`config.mk`:
```
export PLATFORM = sky130hd
export DESIGN_NAME = hazard_ctrl
export DESIGN_NICKNAME = d
export VERILOG_FILES = /design/src/rtl/hazard_ctrl_pkg.sv /design/src/rtl/hazard_stage_reg.sv /design/src/rtl/hazard_ctrl.sv
export SDC_FILE = /design/constraint.sdc
export NUM_CORES = 1
export LEC_CHECK = 0
export BUFFER_PORTS_ARGS = -buffer_cell sky130_fd_sc_hd__buf_2
export CAP_MARGIN = 20
export CORE_ASPECT_RATIO = 1.75
export CORE_MARGIN = 2
export CORE_UTILIZATION = 40
export CTS_CLUSTER_DIAMETER = 30
export CTS_CLUSTER_SIZE = 24
export DETAILED_ROUTE_END_ITERATION = 8
export REMOVE_ABC_BUFFERS = 1
export SETUP_SLACK_MARGIN = 0.5
export SLEW_MARGIN = 20
export SYNTH_ARGS = -nofsm -noshare
export SYNTH_HDL_FRONTEND = slang
export SYNTH_SLANG_ARGS = --single-unit
```
`constraint.sdc`:
```
create_clock -name clk -period 2.9 [get_ports clk]
set_clock_uncertainty 0.05 [all_clocks]
set_input_delay 0.435 -clock clk [delete_from_list [all_inputs] [get_ports clk]]
set_output_delay 0.435 -clock clk [all_outputs]
set_load 0.05 [all_outputs]
```
`src/rtl/hazard_ctrl_pkg.sv`:
```
// Shared definitions for the hazard scheduler: class codes, widths, Tuse/Tnew
// constants and the pipeline record carried through E, M and W.
package hazard_ctrl_pkg;

    localparam int unsigned REG_W  = 5;
    localparam int unsigned TYPE_W = 4;
    localparam int unsigned TNEW_W = 2;
    localparam int unsigned SEL_W  = 2;

    localparam logic [TYPE_W-1:0] CLS_NOP    = TYPE_W'(0);
    localparam logic [TYPE_W-1:0] CLS_CAL_R  = TYPE_W'(1);
    localparam logic [TYPE_W-1:0] CLS_CAL_I  = TYPE_W'(2);
    localparam logic [TYPE_W-1:0] CLS_LOAD   = TYPE_W'(3);
    localparam logic [TYPE_W-1:0] CLS_STORE  = TYPE_W'(4);
    localparam logic [TYPE_W-1:0] CLS_BRANCH = TYPE_W'(5);
    localparam logic [TYPE_W-1:0] CLS_JR     = TYPE_W'(6);
    localparam logic [TYPE_W-1:0] CLS_JAL    = TYPE_W'(7);
    localparam logic [TYPE_W-1:0] CLS_JALR   = TYPE_W'(8);

    localparam logic [TNEW_W-1:0] TNEW_NONE = TNEW_W'(0);
    localparam logic [TNEW_W-1:0] TNEW_CAL  = TNEW_W'(1);
    localparam logic [TNEW_W-1:0] TNEW_LOAD = TNEW_W'(2);

    localparam logic [TNEW_W-1:0] TUSE_0 = TNEW_W'(0);
    localparam logic [TNEW_W-1:0] TUSE_1 = TNEW_W'(1);
    localparam logic [TNEW_W-1:0] TUSE_2 = TNEW_W'(2);

    localparam logic [SEL_W-1:0] FWD_D_RF  = SEL_W'(0);
    localparam logic [SEL_W-1:0] FWD_D_E   = SEL_W'(1);
    localparam logic [SEL_W-1:0] FWD_D_M   = SEL_W'(2);
    localparam logic [SEL_W-1:0] FWD_D_W   = SEL_W'(3);
    localparam logic [SEL_W-1:0] FWD_E_REG = SEL_W'(0);
    localparam logic [SEL_W-1:0] FWD_E_M   = SEL_W'(1);
    localparam logic [SEL_W-1:0] FWD_E_W   = SEL_W'(2);

    typedef struct packed {
        logic [REG_W-1:0]  wr;
        logic [TNEW_W-1:0] tnew;
    } stage_rec_t;

    typedef struct packed {
        logic              used;
        logic [TNEW_W-1:0] t;
    } tuse_t;

    function automatic logic [TNEW_W-1:0] sat_dec(input logic [TNEW_W-1:0] t);
        return (t == '0) ? '0 : t - TNEW_W'(1);
    endfunction

endpackage

```
`src/rtl/hazard_stage_reg.sv`:
```
// One {wr, tnew} pipeline record: optional saturating decrement on load,
// bubble insertion and asynchronous clear.
module hazard_stage_reg
    import hazard_ctrl_pkg::*;
#(
    parameter bit DEC = 1'b1
)
(
    input  logic       clk,
    input  logic       reset_n,
    input  logic       bubble,
    input  stage_rec_t nxt,
    output stage_rec_t cur
);

    stage_rec_t load_val;

    always_comb begin
        load_val = nxt;
        if (DEC) begin
            load_val.tnew = sat_dec(nxt.tnew);
        end
        if (bubble) begin
            load_val = '0;
        end
    end

    always_ff @(posedge clk or negedge reset_n) begin
        if (!reset_n) begin
            cur <= '0;
        end else begin
            cur <= load_val;
        end
    end

endmodule

```
`src/rtl/hazard_ctrl.sv`:
```
// Tnew/Tuse hazard scheduler for the 5-stage core: stall request plus every
// operand forwarding select, all valid in the same cycle as the D fields.
module hazard_ctrl
    import hazard_ctrl_pkg::*;
(
    input  logic              clk,
    input  logic              reset_n,
    input  logic [REG_W-1:0]  d_rs,
    input  logic [REG_W-1:0]  d_rt,
    input  logic [REG_W-1:0]  d_wr,
    input  logic [TYPE_W-1:0] d_instype,
    output logic              stall,
    output logic [SEL_W-1:0]  fwd_d_rs,
    output logic [SEL_W-1:0]  fwd_d_rt,
    output logic [SEL_W-1:0]  fwd_e_rs,
    output logic [SEL_W-1:0]  fwd_e_rt,
    output logic              fwd_m_rt
);

    function automatic tuse_t tuse_rs(input logic [TYPE_W-1:0] t);
        tuse_t r;
        r = '0;
        case (t)
            CLS_BRANCH, CLS_JR, CLS_JALR:
                r = '{used: 1'b1, t: TUSE_0};
            CLS_CAL_R, CLS_CAL_I, CLS_LOAD, CLS_STORE:
                r = '{used: 1'b1, t: TUSE_1};
            default: r = '0;
        endcase
        return r;
    endfunction

    function automatic tuse_t tuse_rt(input logic [TYPE_W-1:0] t);
        tuse_t r;
        r = '0;
        case (t)
            CLS_BRANCH: r = '{used: 1'b1, t: TUSE_0};
            CLS_CAL_R:  r = '{used: 1'b1, t: TUSE_1};
            CLS_STORE:  r = '{used: 1'b1, t: TUSE_2};
            default:    r = '0;
        endcase
        return r;
    endfunction

    function automatic logic [TNEW_W-1:0] tnew_entry(input logic [TYPE_W-1:0] t);
        logic [TNEW_W-1:0] r;
        case (t)
            CLS_CAL_R, CLS_CAL_I: r = TNEW_CAL;
            CLS_LOAD:             r = TNEW_LOAD;
            default:              r = TNEW_NONE;
        endcase
        return r;
    endfunction

    function automatic logic is_writer(input logic [TYPE_W-1:0] t);
        logic r;
        case (t)
            CLS_CAL_R, CLS_CAL_I, CLS_LOAD, CLS_JAL, CLS_JALR: r = 1'b1;
            default:                                         r = 1'b0;
        endcase
        return r;
    endfunction

    // Only E and M can still be producing; anything in W is already final.
    function automatic logic src_stall(input logic [REG_W-1:0] src, input tuse_t tu,
                                       input stage_rec_t e, input stage_rec_t m);
        return tu.used && (src != '0) &&
               (((e.wr == src) && (e.tnew > tu.t)) || ((m.wr == src) && (m.tnew > tu.t)));
    endfunction

    function automatic logic [SEL_W-1:0] d_sel(input logic [REG_W-1:0] src, input logic e_ok,
                                               input stage_rec_t e, input stage_rec_t m,
                                               input stage_rec_t w);
        logic [SEL_W-1:0] r;
        r = FWD_D_RF;
        if (src != '0) begin
            if (e_ok && (e.wr == src) && (e.tnew == '0))  r = FWD_D_E;
            else if ((m.wr == src) && (m.tnew == '0))     r = FWD_D_M;
            else if ((w.wr == src) && (w.tnew == '0))     r = FWD_D_W;
        end
        return r;
    endfunction

    function automatic logic [SEL_W-1:0] e_sel(input logic [REG_W-1:0] src,
                                               input stage_rec_t m, input stage_rec_t w);
        logic [SEL_W-1:0] r;
        r = FWD_E_REG;
        if (src != '0) begin
            if ((m.wr == src) && (m.tnew == '0))      r = FWD_E_M;
            else if ((w.wr == src) && (w.tnew == '0)) r = FWD_E_W;
        end
        return r;
    endfunction

    stage_rec_t        d_rec;
    stage_rec_t        e_rec;
    stage_rec_t        m_rec;
    stage_rec_t        w_rec;
    logic [REG_W-1:0]  e_rs;
    logic [REG_W-1:0]  e_rt;
    logic [REG_W-1:0]  m_rt;
    logic [TYPE_W-1:0] e_instype;
    logic              e_link;

    // Non-writing classes (and undefined codes) enter E with wr forced to 0.
    always_comb begin
        d_rec      = '0;
        d_rec.wr   = is_writer(d_instype) ? d_wr : '0;
        d_rec.tnew = tnew_entry(d_instype);
    end

    // Only a link instruction has its result ready while still in E.
    assign e_link = (e_instype == CLS_JAL) || (e_instype == CLS_JALR);

    hazard_stage_reg #(.DEC(1'b0)) u_stage_e (
        .clk     (clk),
        .reset_n (reset_n),
        .bubble  (stall),
        .nxt     (d_rec),
        .cur     (e_rec)
    );

    hazard_stage_reg #(.DEC(1'b1)) u_stage_m (
        .clk     (clk),
        .reset_n (reset_n),
        .bubble  (1'b0),
        .nxt     (e_rec),
        .cur     (m_rec)
    );

    hazard_stage_reg #(.DEC(1'b1)) u_stage_w (
        .clk     (clk),
        .reset_n (reset_n),
        .bubble  (1'b0),
        .nxt     (m_rec),
        .cur     (w_rec)
    );

    // Source operands and class travelling alongside the E/M records.
    always_ff @(posedge clk or negedge reset_n) begin
        if (!reset_n) begin
            e_rs      <= '0;
            e_rt      <= '0;
            e_instype <= CLS_NOP;
            m_rt      <= '0;
        end else begin
            m_rt <= e_rt;
            if (stall) begin
                e_rs      <= '0;
                e_rt      <= '0;
                e_instype <= CLS_NOP;
            end else begin
                e_rs      <= d_rs;
                e_rt      <= d_rt;
                e_instype <= d_instype;
            end
        end
    end

    always_comb begin
        stall    = 1'b0;
        fwd_d_rs = FWD_D_RF;
        fwd_d_rt = FWD_D_RF;
        fwd_e_rs = FWD_E_REG;
        fwd_e_rt = FWD_E_REG;
        fwd_m_rt = 1'b0;

        stall    = src_stall(d_rs, tuse_rs(d_instype), e_rec, m_rec) |
                   src_stall(d_rt, tuse_rt(d_instype), e_rec, m_rec);
        fwd_d_rs = d_sel(d_rs, e_link, e_rec, m_rec, w_rec);
        fwd_d_rt = d_sel(d_rt, e_link, e_rec, m_rec, w_rec);
        fwd_e_rs = e_sel(e_rs, m_rec, w_rec);
        fwd_e_rt = e_sel(e_rt, m_rec, w_rec);
        fwd_m_rt = (m_rt != '0) && (w_rec.wr == m_rt);
    end

endmodule
```
-- Word-level counts from Yosys, hierarchy flattened
Cells that the tools add are included.
- register bits after elaboration: 40
- bits of input ports: 21
- add/sub/neg operators: 2
- order comparisons: 4
- eq/ne operators: 21
- muxes and demuxes: 25
- bitwise logic cells: 1
- reduce and logical (&&, ||, !) cells: 36
- operator list (kind ; number):
    5-bit == test ; 11
    2-bit 2-to-1 mux ; 16
    5-bit nonzero test ; 5
    1-bit logical AND ; 21
    4-bit by 3-bit == test with 1-bit output, second input constant ; 5
    5-bit 2-to-1 mux ; 3
    3-bit one-hot mux with 3 select lines ; 1
    4-bit by 2-bit == test with 1-bit output, second input constant ; 2
    4-bit == test, second input constant ; 2
    2-bit greater-than comparator ; 4
    7-bit 2-to-1 mux ; 1
    2-bit zero test ; 3
    3-bit one-hot mux with 2 select lines ; 1
    5-bit OR reduction ; 1
    4-bit by 1-bit == test with 1-bit output, second input constant ; 1
    4-bit 2-to-1 mux ; 1
    2-bit one-hot mux with 2 select lines ; 1
    4-bit OR reduction ; 1
    2-bit by 1-bit subtractor with 2-bit output, second input constant ; 2
    1-bit logical OR ; 3
    3-bit OR reduction ; 1
    2-bit OR reduction ; 1
    1-bit 2-to-1 mux ; 1
    1-bit OR ; 1

-- Longest topological paths before layout
Gate-level depths: netlist (run 1).
- depth in word-level cells: 9
- mapped depth: 11
- gate-level depth less buffers: 9

-- By module
Synthesis (run 1) repeated with hierarchy kept, for this count alone.
- cells, all modules: 249
- area total of the unflattened synthesis: 2504.9 um^2
- by module, submodules not included (module ; instances ; cells each ; area an instance (um^2) ; sequential area each (um^2)):
    hazard_ctrl ; 1 ; 207 ; 1813.0 ; 475.5
    hazard_stage_reg (u_stage_m ...) ; 2 ; 14 ; 236.5 ; 175.2
    hazard_stage_reg (u_stage_e) ; 1 ; 14 ; 219.0 ; 175.2

-- Least setup slack after synthesis (run 1)
No wires, ideal clock.
- path type: reg2out
- from: register u_stage_w.cur[5] (netlist bit)
- to: output fwd_e_rs[1]
- arrival time: 2.675 ns
- required time: 2.415 ns
- setup slack: -0.260 ns
- stages on the path, launching flop included: 5
- path buffers: 1
- path through: dfrtp_1 clkbuf_1 xor2_1 a2111oi_0 nor4b_1
- longest elaborated chain between the ends: 5
- RTL lines (item ; RTL line ; text):
    start, declared ; hazard_stage_reg.sv:13 ; output stage_rec_t cur
    start signal, assigned ; hazard_stage_reg.sv:32 ; cur <= load_val;
    5-bit == test ; hazard_ctrl.sv:90 ; else if ((w.wr == src) && (w.tnew == '0)) r = FWD_E_W;
    1-bit logical AND ; hazard_ctrl.sv:90 ;
    2-bit 2-to-1 mux ; hazard_ctrl.sv:90 ;
    2-bit 2-to-1 mux ; hazard_ctrl.sv:89 ; if ((m.wr == src) && (m.tnew == '0)) r = FWD_E_M;
    2-bit 2-to-1 mux ; hazard_ctrl.sv:88 ; if (src != '0) begin
    end, declared ; hazard_ctrl.sv:15 ; output logic [SEL_W-1:0] fwd_e_rs,
No other way between the ends.

-- Worst setup path in the final report (run 1)
- from: input d_instype[0]
- to: output stall
- longest elaborated chain between the ends: 8
- elaborated cells between the ends (all ways): 26
- those cells by class: order compare: 4; eq/ne: 7; mux: 2; bitwise: 1; reduce/logical: 12
- RTL lines (item ; RTL line ; text):
    start, declared ; hazard_ctrl.sv:11 ; input logic [TYPE_W-1:0] d_instype,
    4-bit by 3-bit == test with 1-bit output (tied with other cells) ; hazard_ctrl.sv:23, hazard_ctrl.sv:36 ;
    4-bit OR reduction / 3-bit OR reduction (equally long branches) ; hazard_ctrl.sv:23 ; case (t)
    3-bit one-hot mux with 2 select lines ; hazard_ctrl.sv:23 ;
    2-bit greater-than comparator ; hazard_ctrl.sv:68 ; (((e.wr == src) && (e.tnew > tu.t)) || ((m.wr == src) && (m.tnew > tu.t)));
    1-bit logical AND ; hazard_ctrl.sv:68 ;
    1-bit logical OR ; hazard_ctrl.sv:68 ;
    1-bit logical AND ; hazard_ctrl.sv:67 ; return tu.used && (src != '0) &&
    1-bit OR * ; hazard_ctrl.sv:168 ; stall = src_stall(d_rs, tuse_rs(d_instype), e_rec, m_rec) |
    end, declared ; hazard_ctrl.sv:12 ; output logic stall,
Every way passes the cells marked *; elsewhere a longest branch is shown, timed or not.

==> flow_summary_export.csv, run 1 <==
group,metric,value,unit
outcome,outcome,"completed",
drt,via_count,1833,
setup_path,start_kind,"primary input",
logic_synthesis,syn-instance-count,236,
clock_tree,clk_latency,0.28,ns
setup_path,required,2.41,ns
final_layout,final_common_cell,"dfrtp_1",
sta,finalSetupViolations,0,
sta,worst_slew_pin_slew,0.869,ns
sta,max_slew_margin,42.1,%
place,gp_congestion,0.912,
final_layout,syn_to_final_growth,20.9,%
logic_synthesis,seq_area_frac_synth,41.5,%
logic_synthesis,synth.yosys.warnings,0,
global_routing,grt_max_degree,41,
sta,fmax,387,MHz
clock_tree,cts-root-buf,"clkbuf_8",
logic_synthesis,ys_ff_latch,40,
sta,hold_viol,0,
drt,wirelength,5710,um
global_routing,track_usage,18.8,%
logic_synthesis,yosys_most_used_dff,"dfrtp_1",
floorplan,num_rows,37,
clock_tree,cts_hold_buffers,0,
drt,dr.pass1.iters,4,
logic_synthesis,synth.area.mux_share,0,%
logic_synthesis,synth-compound-area-share,8.29,%
setup_path,arrival,2.10,ns
logic_synthesis,synth_edf_count,0,
place,dpl.hpwl,4380,um
sta,finalCritPeriodShare,89.1,%
setup_path,path_max_fanout,3,
sta,final.setup.tns,0,ns
clock_tree,cts_sinks,40,
drt,routed_via_density,5.19,
global_routing,grt_pass1_vias,1959,
place,placed_cells,341,
logic_synthesis,yosysUniqueCellTypes,46,
logic_synthesis,netlist_area,0.00241,mm^2
global_routing,antenna_found_initial,0,
power,p_per_area,427,mW/mm^2
sta,period_needed,2.58,ns
drt,drcViolationCount,0,
sta,slew_viol_final,0,
final_layout,drive_gt1_share,30.2,%
logic_synthesis,synth_fa_ha_area_share,3.53,%
final_layout,layout.nets,301,
power,leakage,1.32,nW
clock_tree,numCtsBuffers,5,
sta,rsz0062_at_grt,"yes",
place,io_buffer_count,30,
clock_tree,h-tree-depth,2,
setup_path,path_class,"in2out",
logic_synthesis,synth_top_family_by_area,"simple AND/OR/NAND/NOR gates",
sta,whs,0.213,ns
drt,antenna_left,0,
power,power,0.00125,W
floorplan,io_pins,31,
power,ir_worst_vdd,0.000463,V
clock_tree,tritoncts,"built",
floorplan,core_area,0.00588,mm^2
run,maxCapViolations,0,
logic_synthesis,synthXorXnorAreaFrac,18.5,%
floorplan,start_util,41.1,%
worst_hold_path,hold_path_class,"in2async",
final_layout,diodes,0,
clock_tree,clock_path_buffers,2,
drt,drt-initial-drc-count,41,
floorplan,dieArea,0.00670,mm^2
logic_synthesis,syn_area_per_cell,10.2,um^2
floorplan,die_height,107,um
clock_tree,clkSlewWorstSetupHoldPaths,0.08,ns
logic_synthesis,synthSimpleGateAreaFrac,24.5,%
global_routing,grt_overflow,0,
setup_path,rr_worst_depth,8,
drt,routedWlPerCell,16.2,um
final_layout,post-route-util,49.6,%
global_routing,grt_pass1_wl,9580,um
final_layout,layoutNonFillerInstCount,353,
setup_path,cp-end-kind,"output port",
final_layout,mostFrequentLayoutCells,"dfrtp_1 (34), xor2_1 (26), xnor2_1 (25)",
logic_synthesis,ys_async_sr_fraction,100,%
floorplan,die_w,62.7,um
## cells by family after synthesis
| family | after synthesis |
|---|---|
| adder cells (fa/ha/maj) | 7 |
| AND/OR/NAND/NOR | 93 |
| AO/OA/AOI/OAI | 26 |
| buffers and inverters | 19 |
| flip-flops | 40 |
| XOR/XNOR | 51 |
## layer usage
| metal | track usage (%) | part of all wire (%) | wire length (um) | vias to the layer above |
|---|---|---|---|---|
| met5 | 0 | 0 | 0 | - |
| met4 | 8.89 | 2.2 | 123 | 0 |
| met3 | 2.73 | 2.1 | 121 | 8 |
| met2 | 36.8 | 58 | 3330 | 28 |
| met1 | 19.1 | 37 | 2140 | 905 |
| li1 | - | - | - | 892 |
## critical path, stage by stage
cell and delay [ns]:
buf_6 0.10, nor2_4 0.13, xor2_1 0.15, nor2_1 0.08, ha_1 0.28, nor2_1 0.11
o211ai_1 0.10, o22ai_1 0.22, and3_1 0.20, or2_1 0.14, buf_6 0.16
## timing repair
action                                  in CTS  in global routing
pin swaps                                   15                  5
resized for setup                           23                 18
endpoints found under the setup margin       7                  8
buffers inserted                             3                  1
## metrics by stage
stage          setup WS (ns)  area, um^2
6_report               0.317        2920
3_5_place_dp          0.0615        2660
5_1_grt                0.209        2920
3_3_place_gp           0.126        2660
2_1_floorplan         -0.238        2350
4_1_cts                0.301        2860
## area by class of cell
| cell class | count | area [um^2] |
|---|---|---|
| Clock buffer | 7 | 86.3 |
| Tap cell | 78 | 97.6 |
| Multi-Input combinational cell | 177 | 1390 |
| Inverter | 8 | 30.0 |
| Sequential cell | 40 | 1010 |
| Clock inverter | 1 | 7.51 |
| Timing Repair Buffer | 42 | 302 |
| Fill cell | 571 | 2960 |
## synthesized netlist by cell type (2+ instances only)
master,n,area [um^2]
a2111oi_0,2,17.5
a211oi_1,2,15.0
a21oi_1,4,20.0
and2_1,2,12.5
and3_1,2,12.5
buf_2,2,10.0
buf_6,2,22.5
clkbuf_1,7,26.3
dfrtp_1,40,1000
ha_1,6,75.1
inv_1,8,30.0
nand2_1,12,45.0
nand3_1,6,30.0
nand3b_1,2,15.0
nand4_1,3,18.8
nand4b_1,2,17.5
nor2_1,18,67.6
nor2b_1,6,37.5
nor3_1,7,35.0
nor3_2,7,70.1
nor3b_1,8,60.1
nor3b_2,3,37.5
nor4_1,4,25.0
nor4b_1,2,17.5
o211ai_1,2,15.0
o21a_1,2,15.0
o21ai_0,4,20.0
o22ai_1,2,12.5
or2_2,2,12.5
or4_1,2,15.0
xnor2_1,25,219
xor2_1,26,228
## where the power goes
part,switching (W),internal [W],total [W]
Combinational,0.000128,0.000109,0.000237
Sequential,0.0000432,0.000587,0.000630
Clock,0.000185,0.000193,0.000379
Total,0.000356,0.000889,0.00125
## sequential cells by signal, indices dropped and copies added (netlist names)
| name | cells |
|---|---|
| e_rt | 5 |
| e_rs | 5 |
| u_stage_m.cur | 7 |
| u_stage_e.cur | 7 |
| e_instype | 4 |
| u_stage_w.cur | 7 |
| m_rt | 5 |
## worst paths after layout
| path | start | end | slack (ns) |
|---|---|---|---|
| worst max-delay path | d_instype[0] | stall | 0.32 |
| worst min-delay path | reset_n | u_stage_e.cur[4]$_DFF_PN0_ | 0.21 |
| worst max register to register | u_stage_e.cur[0]$_DFF_PN0_ | e_rt[3]$_DFF_PN0_ | 0.85 |
| worst min register to register | u_stage_e.cur[2]$_DFF_PN0_ | u_stage_m.cur[2]$_DFF_PN0_ | 0.41 |
| max in group asynchronous | reset_n | u_stage_m.cur[2]$_DFF_PN0_ | 1.99 |
| min in group clk | d_wr[2] | u_stage_e.cur[4]$_DFF_PN0_ | 0.32 |
No activity file was read; power rests on OpenSTA's default activity.
==> run 2: changes to the inputs <==
--- a/config.mk
+++ b/config.mk
@@ -9,7 +9,7 @@
 export CAP_MARGIN = 20
 export CORE_ASPECT_RATIO = 1.75
 export CORE_MARGIN = 2
-export CORE_UTILIZATION = 40
+export CORE_UTILIZATION = 45
 export CTS_CLUSTER_DIAMETER = 30
 export CTS_CLUSTER_SIZE = 24
 export DETAILED_ROUTE_END_ITERATION = 8
==> run 2 against run 1 <==
Effect of this change:
- clock-buffer cell count is 1 lower
- maximum frequency is 1.7% lower
- non-clock buffer count increased by 10
- sequential share of layout area fell by 1.7 points
- largest cell class unchanged
- highest routed layer unchanged
==> flow_summary_export.csv, run 2 (synthesized netlist as in run 1, its figures left out) <==
group,metric,value,unit
drt,drcViolationCount,0,
floorplan,io_pins,31,
final_layout,reg_top3,"u_stage_e.cur x7, u_stage_m.cur x7, u_stage_w.cur x7",
place,io_buffer_count,30,
final_layout,post-route-util,58.9,%
clock_tree,clk_latency,0.29,ns
clock_tree,h-tree-depth,2,
drt,dr.pass1.iters,4,
floorplan,core_area,0.00521,mm^2
clock_tree,cts_sinks,40,
setup_path,path_class,"in2out",
setup_path,required,2.41,ns
power,p_per_area,443,mW/mm^2
sta,hold_viol,0,
setup_path,path_max_fanout,8,
final_layout,diodes,0,
setup_path,cp-end-kind,"output port",
global_routing,grt_pass1_wl,9190,um
global_routing,grt_pass1_vias,1856,
setup_path,arrival,2.14,ns
drt,antenna_left,0,
final_layout,postLayoutCellArea,0.00307,mm^2
clock_tree,numCtsBuffers,5,
place,placed_cells,318,
floorplan,dieArea,0.00599,mm^2
global_routing,grt_overflow,0,
clock_tree,cts_hold_buffers,0,
clock_tree,cts-root-buf,"clkbuf_8",
final_layout,final_common_cell,"dfrtp_1",
sta,worst_slew_pin_slew,0.862,ns
sta,rsz0062_at_grt,"yes",
drt,drt-initial-drc-count,40,
global_routing,track_usage,21.0,%
worst_hold_path,hold_path_class,"in2async",
floorplan,num_rows,35,
clock_tree,tritoncts,"built",
final_layout,mostFrequentLayoutCells,"dfrtp_1 (34), xnor2_1 (25), xor2_1 (25)",
final_layout,layout.nets,311,
global_routing,grt_max_degree,41,
place,gp_congestion,0.833,
drt,routed_via_density,5.50,
run,maxCapViolations,0,
sta,slew_viol_final,0,
floorplan,die_w,59.4,um
sta,finalSetupViolations,0,
final_layout,layoutNonFillerInstCount,340,
floorplan,start_util,46.3,%
power,ir_worst_vdd,0.000448,V
drt,routedWlPerCell,17.2,um
place,dpl.hpwl,4170,um
drt,wirelength,5840,um
sta,fmax,381,MHz
clock_tree,clkSlewWorstSetupHoldPaths,0.08,ns
final_layout,drive_gt1_share,36.1,%
sta,max_slew_margin,42.5,%
final_layout,syn_to_final_growth,27.2,%
power,leakage,1.40,nW
sta,period_needed,2.63,ns
floorplan,die_height,101,um
setup_path,start_kind,"primary input",
place,place_area,0.00263,mm^2
global_routing,antenna_found_initial,0,
clock_tree,clock_path_buffers,2,
drt,via_count,1870,
sta,finalCritPeriodShare,90.6,%
outcome,outcome,"completed",
[run 2: changes by cell type in the layout (fill, tap and decap cells not counted), moves of 2 or more]
cell and delta:
buf_4 +3, a2111oi_1 +2, a211oi_2 +2, buf_6 +5, a2111oi_0 -2
[run 2: worst max-delay path, stage by stage]
cell	delay, ns
buf_2	0.11
buf_4	0.15
nand3b_1	0.24
ha_4	0.31
nor2b_2	0.15
a2bb2oi_2	0.16
nand4b_2	0.15
o41ai_4	0.11
or2_1	0.17
buf_6	0.15
[run 2: power by group]
| part | switching, W | leakage (nW) | internal (W) |
|---|---|---|---|
| Sequential | 0.0000431 | 0.497 | 0.000587 |
| Combinational | 0.000136 | 0.846 | 0.000117 |
| Clock | 0.000195 | 0.0614 | 0.000281 |
[run 2: stage by stage]
stage                     hold slack (ns)  setup slack [ns]  setup TNS, ns  total power, W
final                               0.197             0.273              0         0.00136
after global routing                0.272             0.183              0         0.00142
after detailed placement            0.401            0.0917              0        0.000855
after CTS                           0.231             0.264              0         0.00135
after floorplan                    0.0894            -0.238         -0.495        0.000769
after global placement              0.410             0.121              0        0.000853
[run 2: routing by layer]
| layer | routed length (um) | GRT usage [%] | share of wire, % |
|---|---|---|---|
| met4 | 144 | 7.69 | 2.5 |
| met5 | 0 | 0 | 0 |
| met1 | 2160 | 23.4 | 37 |
| met2 | 3420 | 39.0 | 59 |
| met3 | 111 | 2.44 | 1.9 |
[run 2: final timing paths]
path	from	endpoint	slack, ns	cells past startpoint
setup / recovery	d_instype[3]	stall	0.27	10
min in group clk	d_wr[2]	u_stage_e.cur[4]$_DFF_PN0_	0.31	3
max in group asynchronous	reset_n	e_rt[1]$_DFF_PN0_	2.00	1
hold / removal	reset_n	e_rs[1]$_DFF_PN0_	0.20	1
setup reg to reg	u_stage_m.cur[0]$_DFF_PN0_	u_stage_e.cur[1]$_DFF_PN0_	0.46	14
hold reg to reg	e_rt[1]$_DFF_PN0_	m_rt[1]$_DFF_PN0_	0.41	0
[run 2: area by class of cell]
class / count / area (um^2)
Clock buffer: 6 / 82.6
Clock inverter: 2 / 38.8
Fill cell: 463 / 2140
Inverter: 8 / 30.0
Multi-Input combinational cell: 177 / 1440
Sequential cell: 40 / 1010
Tap cell: 55 / 68.8
Timing Repair Buffer: 52 / 400
[run 2: repair_timing]
| action | CTS | global route |
|---|---|---|
| endpoints found under the setup margin | 7 | 9 |
| resized for setup | 30 | 31 |
| pin swaps | 14 | 14 |
| buffers inserted | 8 | 6 |
==> run 3: changes to the inputs <==
==> constraint.sdc (replaced) <==
create_clock -name clk -period 2.9 [get_ports clk]
set_clock_uncertainty 0.05 [all_clocks]
set_input_delay 0.58 -clock clk [delete_from_list [all_inputs] [get_ports clk]]
set_output_delay 0.58 -clock clk [all_outputs]
set_load 0.05 [all_outputs]
==> run 3 against run 2 <==
Effect of this change:
- die area unchanged
- via count increased by 2.5%
- flip-flop and latch count unchanged
- sequential share of layout area rose by 0.53 points
- setup slack got worse by 0.27 ns
- register-to-register slack gained 0.37 ns
- sequential power is 0.6% lower
- design area fell by 1.5%
- critical path depth is 1 higher
- critical path type unchanged
- largest power group unchanged
==> flow_summary_export.csv, run 3 (synthesized netlist as in run 1, its figures left out) <==
group,metric,value,unit
final_layout,drive_gt1_share,34.7,%
clock_tree,numCtsBuffers,5,
sta,slew_viol_final,0,
clock_tree,clock_path_buffers,2,
setup_path,start_kind,"primary input",
place,io_buffer_count,30,
setup_path,required,2.27,ns
outcome,outcome,"completed",
global_routing,grt_overflow,0,
final_layout,reg_top3,"u_stage_e.cur x7, u_stage_m.cur x7, u_stage_w.cur x7",
floorplan,dieArea,0.00599,mm^2
global_routing,grt_pass1_vias,1912,
setup_path,arrival,2.26,ns
clock_tree,clk_latency,0.30,ns
sta,whs,0.350,ns
drt,drt-initial-drc-count,82,
drt,drcViolationCount,0,
sta,finalCritPeriodShare,99.8,%
final_layout,syn_to_final_growth,25.3,%
setup_path,path_class,"in2out",
floorplan,num_rows,35,
floorplan,start_util,46.3,%
run,maxCapViolations,0,
sta,final.setup.tns,0,ns
power,ir_worst_vdd,0.000365,V
sta,max_slew_margin,40.0,%
clock_tree,clkSlewWorstSetupHoldPaths,0.08,ns
sta,period_needed,2.89,ns
floorplan,io_pins,31,
final_layout,final_common_cell,"dfrtp_1",
sta,fmax,345,MHz
final_layout,layoutNonFillerInstCount,343,
sta,hold_viol,0,
sta,finalSetupViolations,0,
sta,rsz0062_at_grt,"yes",
place,placed_cells,324,
clock_tree,cts-root-buf,"clkbuf_8",
worst_hold_path,hold_path_class,"in2async",
setup_path,cp-end-kind,"output port",
clock_tree,tritoncts,"built",
final_layout,mostFrequentLayoutCells,"dfrtp_1 (33), buf_4 (27), xor2_1 (26)",
floorplan,die_w,59.4,um
clock_tree,cts_hold_buffers,0,
setup_path,critPathMostFrequentCell,"nor2_1",
global_routing,grt_pass1_wl,9400,um
setup_path,path_cells,"buf_2 > nor2_4 > xor2_1 > nor2_1 > ha_1 > nor2_1 > o211ai_1 > o22ai_2 > and3_1 > or2_1 > buf_6",
floorplan,die_height,101,um
drt,routedWlPerCell,17.3,um
drt,dr.pass1.iters,4,
drt,antenna_left,0,
floorplan,core_area,0.00521,mm^2
global_routing,grt_max_degree,41,
power,p_per_area,453,mW/mm^2
drt,wirelength,5950,um
global_routing,track_usage,21.3,%
place,gp_congestion,0.818,
setup_path,path_max_fanout,3,
sta,worst_slew_pin_slew,0.899,ns
clock_tree,cts_sinks,40,
setup_path,slowest_delay,0.27,ns
setup_path,crit_buf_inv,2,
clock_tree,h-tree-depth,2,
power,power,0.00137,W
global_routing,antenna_found_initial,0,
place,dpl.hpwl,4370,um
drt,routed_via_density,5.59,
setup_path,critPathTopFamily,"simple AND/OR/NAND/NOR gates",
power,leakage,1.40,nW
setup_path,slowest_stage,"ha_1",
drt,via_count,1916,
final_layout,post-route-util,58.1,%
final_layout,layout.nets,314,
final_layout,diodes,0,
run 3: changes by cell type in the layout (fill, tap and decap cells not counted), moves of 3 or more:
cell    before  now
buf_4       16   27
buf_6       14    4
buf_2       20   23
nor2_4       1    4
run 3: routing by layer:
metal	vias up	track usage [%]	wire, um
met2	42	39.4	3490
met5	-	0	0
met4	0	9.79	150
met1	945	23.1	2170
met3	10	2.44	143
li1	919	-	-
run 3: path summary, 6_finish.rpt:
path | start | depth (start not counted) | to | slack, ns
min reg2reg | e_rt[2]$_DFF_PN0_ | 0 | m_rt[2]$_DFF_PN0_ | 0.39
max reg2reg | u_stage_m.cur[0]$_DFF_PN0_ | 7 | e_rs[0]$_DFF_PN0_ | 0.83
max in group asynchronous | reset_n | 1 | u_stage_m.cur[1]$_DFF_PN0_ | 1.82
min | reset_n | 1 | e_rs[3]$_DFF_PN0_ | 0.35
min in group clk | e_rt[2]$_DFF_PN0_ | 0 | m_rt[2]$_DFF_PN0_ | 0.39
max | d_instype[1] | 11 | stall | 0.006
run 3: timing repair:
item,in CTS,in global routing
pin swaps,3,8
setup buffers,9,2
endpoints found under the hold margin,0,0
setup endpoints to repair,8,9
gates cloned,0,0
gates resized for setup,24,19
run 3: stage by stage:
| step | instance area [um^2] | setup slack, ns |
|---|---|---|
| floorplan | 2350 | -0.528 |
| global placement | 2680 | -0.107 |
| detailed placement | 2680 | -0.138 |
| CTS | 2940 | 0.0165 |
| global route | 3030 | -0.105 |
| finish | 3030 | 0.00552 |
run 3: layout make-up:
type	count	area, um^2
Clock buffer	6	82.6
Clock inverter	2	38.8
Fill cell	440	2190
Inverter	8	30.0
Multi-Input combinational cell	177	1420
Sequential cell	40	1010
Tap cell	55	68.8
Timing Repair Buffer	55	378
run 3: power by group:
part	internal, W	switching, W	leakage [nW]	total (W)
logic	0.000119	0.000141	0.846	0.000261
registers	0.000587	0.0000392	0.494	0.000626
clock network	0.000281	0.000203	0.0614	0.000484
run 3: worst register-to-register path: cells and delay by family (launching register included):
| kind | cells | cell delay [ns] |
|---|---|---|
| flops | 1 | 0.49 |
| buf+inv | 2 | 0.48 |
| compound gates | 2 | 0.47 |
| fa+ha+maj | 1 | 0.30 |
| simple gates | 2 | 0.16 |
